## config.mk

```make
export PLATFORM = sky130hd
export DESIGN_NAME = rf_wb_arbiter
export DESIGN_NICKNAME = d
export VERILOG_FILES = /design/src/rtl/rf_wb_arbiter.sv
export SDC_FILE = /design/constraint.sdc
export NUM_CORES = 1
export LEC_CHECK = 0
export CAP_MARGIN = 5
export CORE_MARGIN = 2
export CORE_UTILIZATION = 45
export CTS_BUF_LIST = sky130_fd_sc_hd__clkbuf_4
export DETAILED_ROUTE_END_ITERATION = 7
export DONT_BUFFER_PORTS = 1
export PLACE_DENSITY = 0.66
export SLEW_MARGIN = 20
export SYNTH_ARGS = -nofsm -noshare
export SYNTH_HDL_FRONTEND = slang
export SYNTH_SLANG_ARGS = --single-unit
```

## constraint.sdc

```tcl
create_clock -name clk -period 5.5 [get_ports clk]
set_input_delay 0.825 -clock clk [delete_from_list [all_inputs] [get_ports clk]]
set_output_delay 0.825 -clock clk [all_outputs]
set_load 0.02 [all_outputs]
```

## src/rtl/rf_wb_arbiter.sv

```systemverilog
// Register-file write-port arbiter between pipeline (P) and long-latency (M) writeback,
// with a starvation guard for M and a pending-destination scoreboard for issue stalls.
module rf_wb_arbiter #(
    parameter int unsigned XLEN         = 32,
    parameter int unsigned STARVE_LIMIT = 3
) (
    input  logic              clk,
    input  logic              rst,
    input  logic              p_valid,
    input  logic [4:0]        p_rd,
    input  logic [XLEN-1:0]   p_data,
    output logic              p_ready,
    input  logic              m_valid,
    input  logic [4:0]        m_rd,
    input  logic [XLEN-1:0]   m_data,
    output logic              m_ready,
    input  logic              issue_en,
    input  logic [4:0]        issue_rd,
    output logic              rf_we,
    output logic [4:0]        rf_rd,
    output logic [XLEN-1:0]   rf_wdata,
    output logic [31:0]       busy_mask,
    output logic              issue_err
);

    localparam int unsigned CNT_W = 4;
    localparam logic [CNT_W-1:0] LIMIT = CNT_W'(STARVE_LIMIT);

    logic [CNT_W-1:0] starve_cnt;
    logic             force_m;
    logic             p_acc;
    logic             m_acc;
    logic             any_acc;
    logic [4:0]       win_rd;
    logic [XLEN-1:0]  win_data;
    logic [31:0]      busy_next;

    // Arbitration: P has priority unless M has been refused STARVE_LIMIT times in a row.
    always_comb begin
        p_ready = 1'b0;
        m_ready = 1'b0;
        force_m = (starve_cnt == LIMIT) && m_valid;
        if (force_m) begin
            m_ready = 1'b1;
        end else if (p_valid) begin
            p_ready = 1'b1;
        end else begin
            m_ready = m_valid;
            p_ready = !m_valid;
        end
        p_acc    = p_valid && p_ready;
        m_acc    = m_valid && m_ready;
        any_acc  = p_acc || m_acc;
        win_rd   = m_acc ? m_rd : p_rd;
        win_data = m_acc ? m_data : p_data;
    end

    // Scoreboard next state; a same-cycle issue overrides the M clear of that register.
    always_comb begin
        busy_next = busy_mask;
        if (m_acc) begin
            busy_next[m_rd] = 1'b0;
        end
        if (issue_en && (issue_rd != 5'd0)) begin
            busy_next[issue_rd] = 1'b1;
        end
        busy_next[0] = 1'b0;
    end

    always_ff @(posedge clk or posedge rst) begin
        if (rst) begin
            starve_cnt <= '0;
            rf_we      <= 1'b0;
            rf_rd      <= '0;
            rf_wdata   <= '0;
            busy_mask  <= '0;
            issue_err  <= 1'b0;
        end else begin
            if (m_acc) begin
                starve_cnt <= '0;
            end else if (m_valid && !m_ready && (starve_cnt < LIMIT)) begin
                starve_cnt <= starve_cnt + CNT_W'(1);
            end

            // x0 writes complete the handshake but never reach the register file.
            rf_we <= any_acc && (win_rd != 5'd0);
            if (any_acc) begin
                rf_rd    <= win_rd;
                rf_wdata <= win_data;
            end

            busy_mask <= busy_next;
            if (issue_en && busy_mask[issue_rd]) begin
                issue_err <= 1'b1;
            end
        end
    end

endmodule

```

==> out/qor.txt, run 1 <==
Core ar. = 7650 um2
DRC violation count after routing = 0
Hold depth = 1
Clock Path Buffers = 2
Distinct cells, synth = 40
Post-synth EDFFs = 0
Worst Path Arrival = 1.97 ns
Critical Path Start = starve_cnt[0]
Fraction of layout cells with a size suffix above 1 = 7.77%
Vert. Die Dim = 92.5 um
Final wirelength = 9300 um
CP Launch Type = flip-flop
Post-CTS Hold Buffers = 0
Vias per inst = 5.95
Initial Util = 46.1%
Setup Crit Path Kind = reg2out
Synth Flop Type = dfrtp_1
Antenna violations before repair = 0
Fin cells = 488
# diodes = 0
YS warnings = 0
Wire length per cell = 19.1 um
Max-cap violations = 0
IO Port Bufs = 0
Via count = 2905
TritonCTS clock tree = built
Worst hold path type = in2reg
Post-cts resize count = 0
Sink Count = 74
Worst Skew = 0.0137 ns
Die footprint = 8560 um2
Slew Limit Fails = 0
Final Instance Area = 3660 um2
Post-CTS setup buffer count = 0
Post-Place Cells = 472
Syn nets = 479
Cell count after synthesis = 394
GRT Util Overall = 22.2%
Clk root buf = clkbuf_4
Sequential cell area = 1850 um2
PwrDens = 358 nW/um2
Peak VDD IR = 0.134 mV
First-pass GRT wire length = 14700 um
Tot Pwr = 1.31 mW
DR pass1 iterations = 6
R2R Path Start = starve_cnt[0]
Initial DRC count = 168
Tcrit/Tclk final = 50.8%
# nets final = 466
Tmin final = 2.79 ns
Post-Syn Area = 3520 um2
End point of the critical path = p_ready
CP max FO = 44
DP HPWL = 6650 um
Fmax = 358 MHz
Syn-to-layout area delta = 3.98%
Max-slew headroom = 36.8%
H-tree depth = 3
Total negative slack = 0 ns
Register bit total from synthesis = 74
Reg2reg end = busy_mask[22]
Overflow after GRT = 0
Die X = 92.5 um
Leak Pwr = 1.53 nW
Avg Inst Size Synth = 8.95 um2
R2R setup slack = 3.34 ns
Asr flop ratio synth = 100%
Vias in the first global route = 2841
Inserted Clock Buffers = 9
Crit. End Element = primary output
Status = complete, no violations
Largest net degree at the start of global routing = 76
Post-route ant nets = 0
RD Place Congestion = 0.843
Reg2Reg Depth = 7
Multi-input logic area = 1530 um2
Placed Area = 3560 um2
Clock transition at path regs = 0.11 ns
Register area share after synthesis = 52.5%
Row count = 32
I/O pin total = 157
RSZ-0062 raised after global routing = no
Clk Latency, worst-skew pair = 0.41 ns
Final setup viols = 0
Required time of the critical path = 4.68 ns
Fillers = 762
Worst-margin pin slew = 0.948 ns
Final hold vios = 0
==> cells in the final DEF (no fill, tap or decap), types with 5 or more instances in the layout <==
cell      Yosys  layout
nor2_1       42      42
mux2i_1      10      10
dfrtp_1      74      74
nand3b_1      8       8
a31oi_1      37      37
or2_2         5       5
nand2_1      80      80
nand3_1       6       6
o21ai_0      64      64
clkbuf_4      0      12
==> cells in the mapped netlist, types with 5 or more instances <==
library cell,count,area [um2]
buf_2,6,30.0
o21ai_0,64,320
dfrtp_1,74,1850
nand3b_1,8,60.1
a31oi_1,37,231
nand2_1,80,300
or2_2,5,31.3
clkbuf_1,18,67.6
nand3_1,6,30.0
nor2_1,42,158
mux2i_1,10,100
==> where the power goes <==
group	switching (mW)	leakage, nW	total [mW]	internal, mW
clock	0.179	0.0685	0.284	0.105
combinational	0.108	0.589	0.189	0.0809
sequential	0.204	0.872	0.841	0.637
==> cells by family (layout without fill, tap and decap cells) <==
| group | count (synthesis) | in the layout | share of synthesized area, % |
|---|---|---|---|
| AO/OA/AOI/OAI | 114 | 114 | 18.4 |
| AND/OR/NAND/NOR | 159 | 159 | 20.1 |
| adder cells (fa/ha/maj) | 1 | 1 | 0.355 |
| flip-flops | 74 | 74 | 52.5 |
| buffers and inverters | 32 | 24 | 3.94 |
| multiplexers | 13 | 13 | 4.54 |
| other | 1 | 1 | 0.106 |
==> metal layers <==
| metal | share of wire (%) | GRT usage, % |
|---|---|---|
| met5 | 0 | 0 |
| met2 | 46 | 34.4 |
| met3 | 11 | 6.92 |
| met1 | 41 | 28.6 |
| met4 | 2.5 | 9.83 |
==> worst max-delay path, cell delays in order (launching register included) <==
cell     delay, ns
dfrtp_1       0.41
ha_1          0.23
nor3b_1       0.15
o21a_1        0.19
inv_2         0.58
==> area by class of cell <==
class,instances,area share [%]
Sequential cell,74,50.5
Timing Repair Buffer,3,0.615
Tap cell,102,3.48
Inverter,5,0.546
Clock inverter,4,0.512
Multi-Input combinational cell,288,41.9
Clock buffer,12,2.46
==> how the worst min path moves through the flow <==
stage | from | to | slack, ns
2_1_floorplan | starve_cnt[1] | starve_cnt[1] | 0.45
6_report | m_valid | starve_cnt[3] | 0.51
3_3_place_gp | starve_cnt[1] | starve_cnt[1] | 0.48
3_5_place_dp | starve_cnt[1] | starve_cnt[1] | 0.49
5_1_grt | m_valid | starve_cnt[3] | 0.51
4_1_cts | m_valid | starve_cnt[3] | 0.49
==> metrics by stage <==
step	worst slack [ns]	hold slack (ns)	util (%)
after floorplan	2.79	0.453	-
after global placement	3.05	0.475	46.5
after detailed placement	3.04	0.486	46.5
after CTS	2.68	0.488	47.9
after global routing	2.56	0.507	47.9
final	2.71	0.506	47.9
==> sequential cells by signal, indices dropped and copies added (netlist names) <==
| name | flops |
|---|---|
| issue_err | 1 |
| rf_rd | 5 |
| busy_mask | 31 |
| starve_cnt | 4 |
| rf_we | 1 |
| rf_wdata | 32 |
(Power assumes the default switching activity.)
==> run 2: changes to the inputs <==
Clock period 5.5 ns to 2.8 ns, I/O delays scaled along.
==> run 2 against run 1 <==
Net effect:
- clock skew grew 0.0059 ns
- register-to-register slack got worse by 2.6 ns
- critical path depth increased by 1
- flip-flop and latch count unchanged
- critical path type unchanged
- worst setup slack worse by 2.2 ns
- global-route usage down 0.23 points
- first-iteration DRC count decreased by 22%
- critical endpoint unchanged
- largest cell class unchanged
- total power rose by 96%
- clock power increased by 91%
- sequential power up 96%
- cell area grew 0.44%
- final cell count is 0.41% higher
- highest routed layer unchanged
==> out/qor.txt, run 2 (same netlist as run 1, synthesis figures left out) <==
Final wirelength = 9370 um
Inserted Clock Buffers = 9
Max-cap violations = 0
Worst-margin pin slew = 0.916 ns
Antenna violations before repair = 0
Clock Path Buffers = 2
Final setup viols = 0
Post-route ant nets = 0
TritonCTS clock tree = built
Post-Place Cells = 475
H-tree depth = 3
I/O pin total = 157
RSZ-0062 raised after global routing = no
Wire length per cell = 19.1 um
CP max FO = 19
IO Port Bufs = 0
# diodes = 0
Leak Pwr = 1.54 nW
DP HPWL = 6850 um
Die footprint = 8560 um2
Slew Limit Fails = 0
Largest register FFs = 32
GRT Util Overall = 21.9%
Clk root buf = clkbuf_4
DR pass1 iterations = 4
Post-CTS setup buffer count = 0
CP Launch Type = flip-flop
Fin cells = 490
Largest register by flop count = rf_wdata
Total negative slack = 0 ns
Largest net degree at the start of global routing = 54
Final Instance Area = 3680 um2
Initial Util = 46.1%
Tmin final = 2.34 ns
Required time of the critical path = 2.38 ns
Max-slew headroom = 38.9%
Vert. Die Dim = 92.5 um
Via count = 2879
Most frequent cells in the layout = nand2_1 (80), dfrtp_1 (74), o21ai_0 (64)
Core ar. = 7650 um2
Sink Count = 74
Worst Path Arrival = 1.92 ns
First-pass GRT wire length = 14600 um
Final hold vios = 0
Placed Area = 3580 um2
Overflow after GRT = 0
Leading cell type in the layout, fill and taps excluded = nand2_1
Setup Crit Path Kind = reg2out
Clk Latency, worst-skew pair = 0.40 ns
# nets final = 469
Row count = 32
Fmax = 428 MHz
Fraction of layout cells with a size suffix above 1 = 8.51%
Die X = 92.5 um
Largest regs = rf_wdata: 32 flops, busy_mask: 31 flops, rf_rd: 5 flops
Tot Pwr = 2.57 mW
Initial DRC count = 131
RD Place Congestion = 0.843
Tcrit/Tclk final = 83.5%
Post-cts resize count = 0
Peak VDD IR = 0.279 mV
Clock transition at path regs = 0.12 ns
Vias in the first global route = 2811
Worst Skew = 0.0196 ns
Status = complete, no violations
Vias per inst = 5.88
Post-CTS Hold Buffers = 0
Crit. End Element = primary output
PwrDens = 698 nW/um2
DRC violation count after routing = 0
Worst hold path type = in2async
Syn-to-layout area delta = 4.44%
==> run 2: cell count changes in the layout (fill, tap and decap cells not counted), sizes merged <==
cell,before,now
buf,3,6
clkbuf,12,11
==> run 2: layout make-up <==
| cell class | count | area, um2 |
|---|---|---|
| multi-input cells | 288 | 1530 |
| repair buffers | 6 | 45.0 |
| clock inverters | 4 | 20.0 |
| clock buffers | 11 | 82.6 |
| inverters | 5 | 20.0 |
| well taps | 102 | 128 |
| flip-flops and latches | 74 | 1850 |
| fillers | 741 | 3970 |
==> run 2: path summary, 6_finish.rpt <==
check	startpoint	cells after the start	slack [ns]	endpoint
worst min register to register	starve_cnt[1]	2	0.52	starve_cnt[1]
worst min-delay path	rst	1	0.07	rf_wdata[9]
worst max register to register	starve_cnt[0]	7	0.71	busy_mask[27]
min in group clk	m_valid	1	0.11	starve_cnt[3]
max in group asynchronous	rst	2	2.01	rf_wdata[14]
worst max-delay path	starve_cnt[0]	5	0.46	p_ready
==> run 2: critical path, cell delays in order (launching register included) <==
cell,delay [ns]
dfrtp_1,0.41
ha_1,0.22
nor3b_1,0.14
o21a_1,0.19
inv_2,0.30
buf_4,0.28
==> run 2: metrics by stage <==
| stage | setup WS, ns | hold WS, ns | utilization (%) |
|---|---|---|---|
| after detailed placement | 0.723 | 0.497 | 46.8 |
| after global routing | 0.352 | 0.0701 | 48.1 |
| final | 0.462 | 0.0677 | 48.1 |
| after global placement | 0.883 | 0.479 | 46.8 |
| after CTS | 0.443 | 0.0832 | 48.1 |
| after floorplan | 0.498 | 0.453 | - |
==> run 2: metal layers <==
metal  track usage (%)  vias to the layer above  wire (um)
met4              6.34                        0         79
met5                 0                        -          0
met3              8.14                        6       1100
met2              34.9                      138       4320
met1              28.2                     1376       3870
li1                  -                     1359          -
==> run 2: power by group <==
| group | internal, mW | leakage, nW | switching [mW] |
|---|---|---|---|
| combinational | 0.162 | 0.603 | 0.213 |
| sequential | 1.25 | 0.872 | 0.401 |
| clock | 0.193 | 0.0662 | 0.349 |
==> run 3: changes to the inputs <==
Clock period 2.8 ns to 2.3 ns, I/O delays scaled along.
==> run 3 against run 2 <==
Net effect:
- combinational power is 23% higher
- largest cell class unchanged
- final cell count is 0.41% higher
- critical endpoint unchanged
- critical path depth stayed put
==> out/qor.txt, run 3 (same netlist as run 1, synthesis figures left out) <==
Status = complete, no violations
Crit. End Element = primary output
Clk Latency, worst-skew pair = 0.41 ns
Final hold vios = 0
Sink Count = 74
Antenna violations before repair = 0
Largest regs = rf_wdata: 32 flops, busy_mask: 31 flops, rf_rd: 5 flops
CP Launch Type = flip-flop
Tot Pwr = 3.50 mW
Leak Pwr = 1.58 nW
Core ar. = 7650 um2
Vert. Die Dim = 92.5 um
Clk root buf = clkbuf_4
Most frequent cells in the layout = nand2_1 (80), dfrtp_1 (74), o21ai_0 (64)
Initial Util = 46.1%
Required time of the critical path = 1.96 ns
Peak VDD IR = 0.410 mV
Vias per inst = 6.06
Post-CTS setup buffer count = 0
Worst hold path type = in2reg
Initial DRC count = 129
CP max stage cell = dfrtp_1
Inserted Clock Buffers = 9
IO Port Bufs = 0
CP max FO = 13
DR pass1 iterations = 5
RD Place Congestion = 0.847
Max-cap violations = 0
CP cell instances = ha_1 -> nor3b_1 -> o21a_1 -> inv_2 -> buf_6
DP HPWL = 7120 um
Largest net degree at the start of global routing = 39
Setup Crit Path Kind = reg2out
Overflow after GRT = 0
Worst-margin pin slew = 0.637 ns
First-pass GRT wire length = 15100 um
I/O pin total = 157
Via count = 2980
Max-slew headroom = 57.5%
Largest register FFs = 32
TritonCTS clock tree = built
Tcrit/Tclk final = 94.3%
PwrDens = 921 nW/um2
Syn-to-layout area delta = 7.74%
Wire length per cell = 19.4 um
Post-place setup slack = 0.422 ns
H-tree depth = 3
Vias in the first global route = 2828
# diodes = 0
Fin worst setup slack = 0.131 ns
Fraction of layout cells with a size suffix above 1 = 8.21%
GRT Util Overall = 22.9%
DRC violation count after routing = 0
Reg2Reg Depth = 7
Total negative slack = 0 ns
Clock transition at path regs = 0.11 ns
Leading cell type in the layout, fill and taps excluded = nand2_1
Worst Path Arrival = 1.82 ns
Worst Skew = 0.0164 ns
Clock Path Buffers = 2
Hold depth = 1
Post-route ant nets = 0
Worst stage delay on the critical path = 0.42 ns
Final wirelength = 9530 um
Row count = 32
# nets final = 470
Die X = 92.5 um
Largest register by flop count = rf_wdata
Slew Limit Fails = 0
Placed Area = 3600 um2
Final Instance Area = 3800 um2
Die footprint = 8560 um2
Tmin final = 2.17 ns
RSZ-0062 raised after global routing = no
Final setup viols = 0
Fmax = 461 MHz
run 3: report_power, final:
part           leakage (nW)  switching, mW  internal, mW  total (mW)
sequential            0.872          0.496          1.52        2.02
clock                0.0917          0.460         0.556        1.02
combinational         0.619          0.258         0.204       0.462
total                  1.58           1.21          2.28        3.50
run 3: path summary, 6_finish.rpt:
path	start	endpoint	slack, ns
worst max register to register	starve_cnt[0]	busy_mask[13]	0.33
worst max-delay path	starve_cnt[0]	p_ready	0.13
min in group asynchronous	rst	rf_wdata[2]	0.44
worst min register to register	starve_cnt[1]	starve_cnt[1]	0.54
max in group asynchronous	rst	busy_mask[12]	1.23
worst min-delay path	m_valid	starve_cnt[3]	0.03
run 3: layer usage:
metal	global-route usage (%)	part of all wire, %
met2	36.8	48
met1	28.6	40
met4	9.20	1.3
met5	0	0
met3	7.32	11
run 3: worst max-delay path: cells and delay by family, from the launching register on:
kind	cells	cell delay, ns
fa+ha+maj	1	0.23
flops	1	0.42
buf+inv	2	0.42
simple gates	1	0.15
compound gates	1	0.20
run 3: per-stage QoR:
stage | util (%) | hold slack [ns] | instances
global route | 49.7 | 0.0165 | 492
global placement | 46.9 | 0.336 | 474
floorplan | - | 0.447 | 394
finish | 49.7 | 0.0331 | 492
CTS | 49.6 | 0.0126 | 492
detailed placement | 47.1 | 0.340 | 475
run 3: timing repair:
item | 4_1_cts | 5_1_grt
resized for setup | 0 | 1
setup endpoints to repair | 0 | 1
hold buffers | 1 | 0
hold endpoints to repair | 36 | 0
run 3: area by class of cell:
class / count / area [um2]
Inverter: 5 / 20.0
Sequential cell: 74 / 1850
Tap cell: 102 / 128
Multi-Input combinational cell: 288 / 1530
Timing Repair Buffer: 7 / 83.8
Clock inverter: 6 / 105
Fill cell: 732 / 3850
Clock buffer: 10 / 75.1
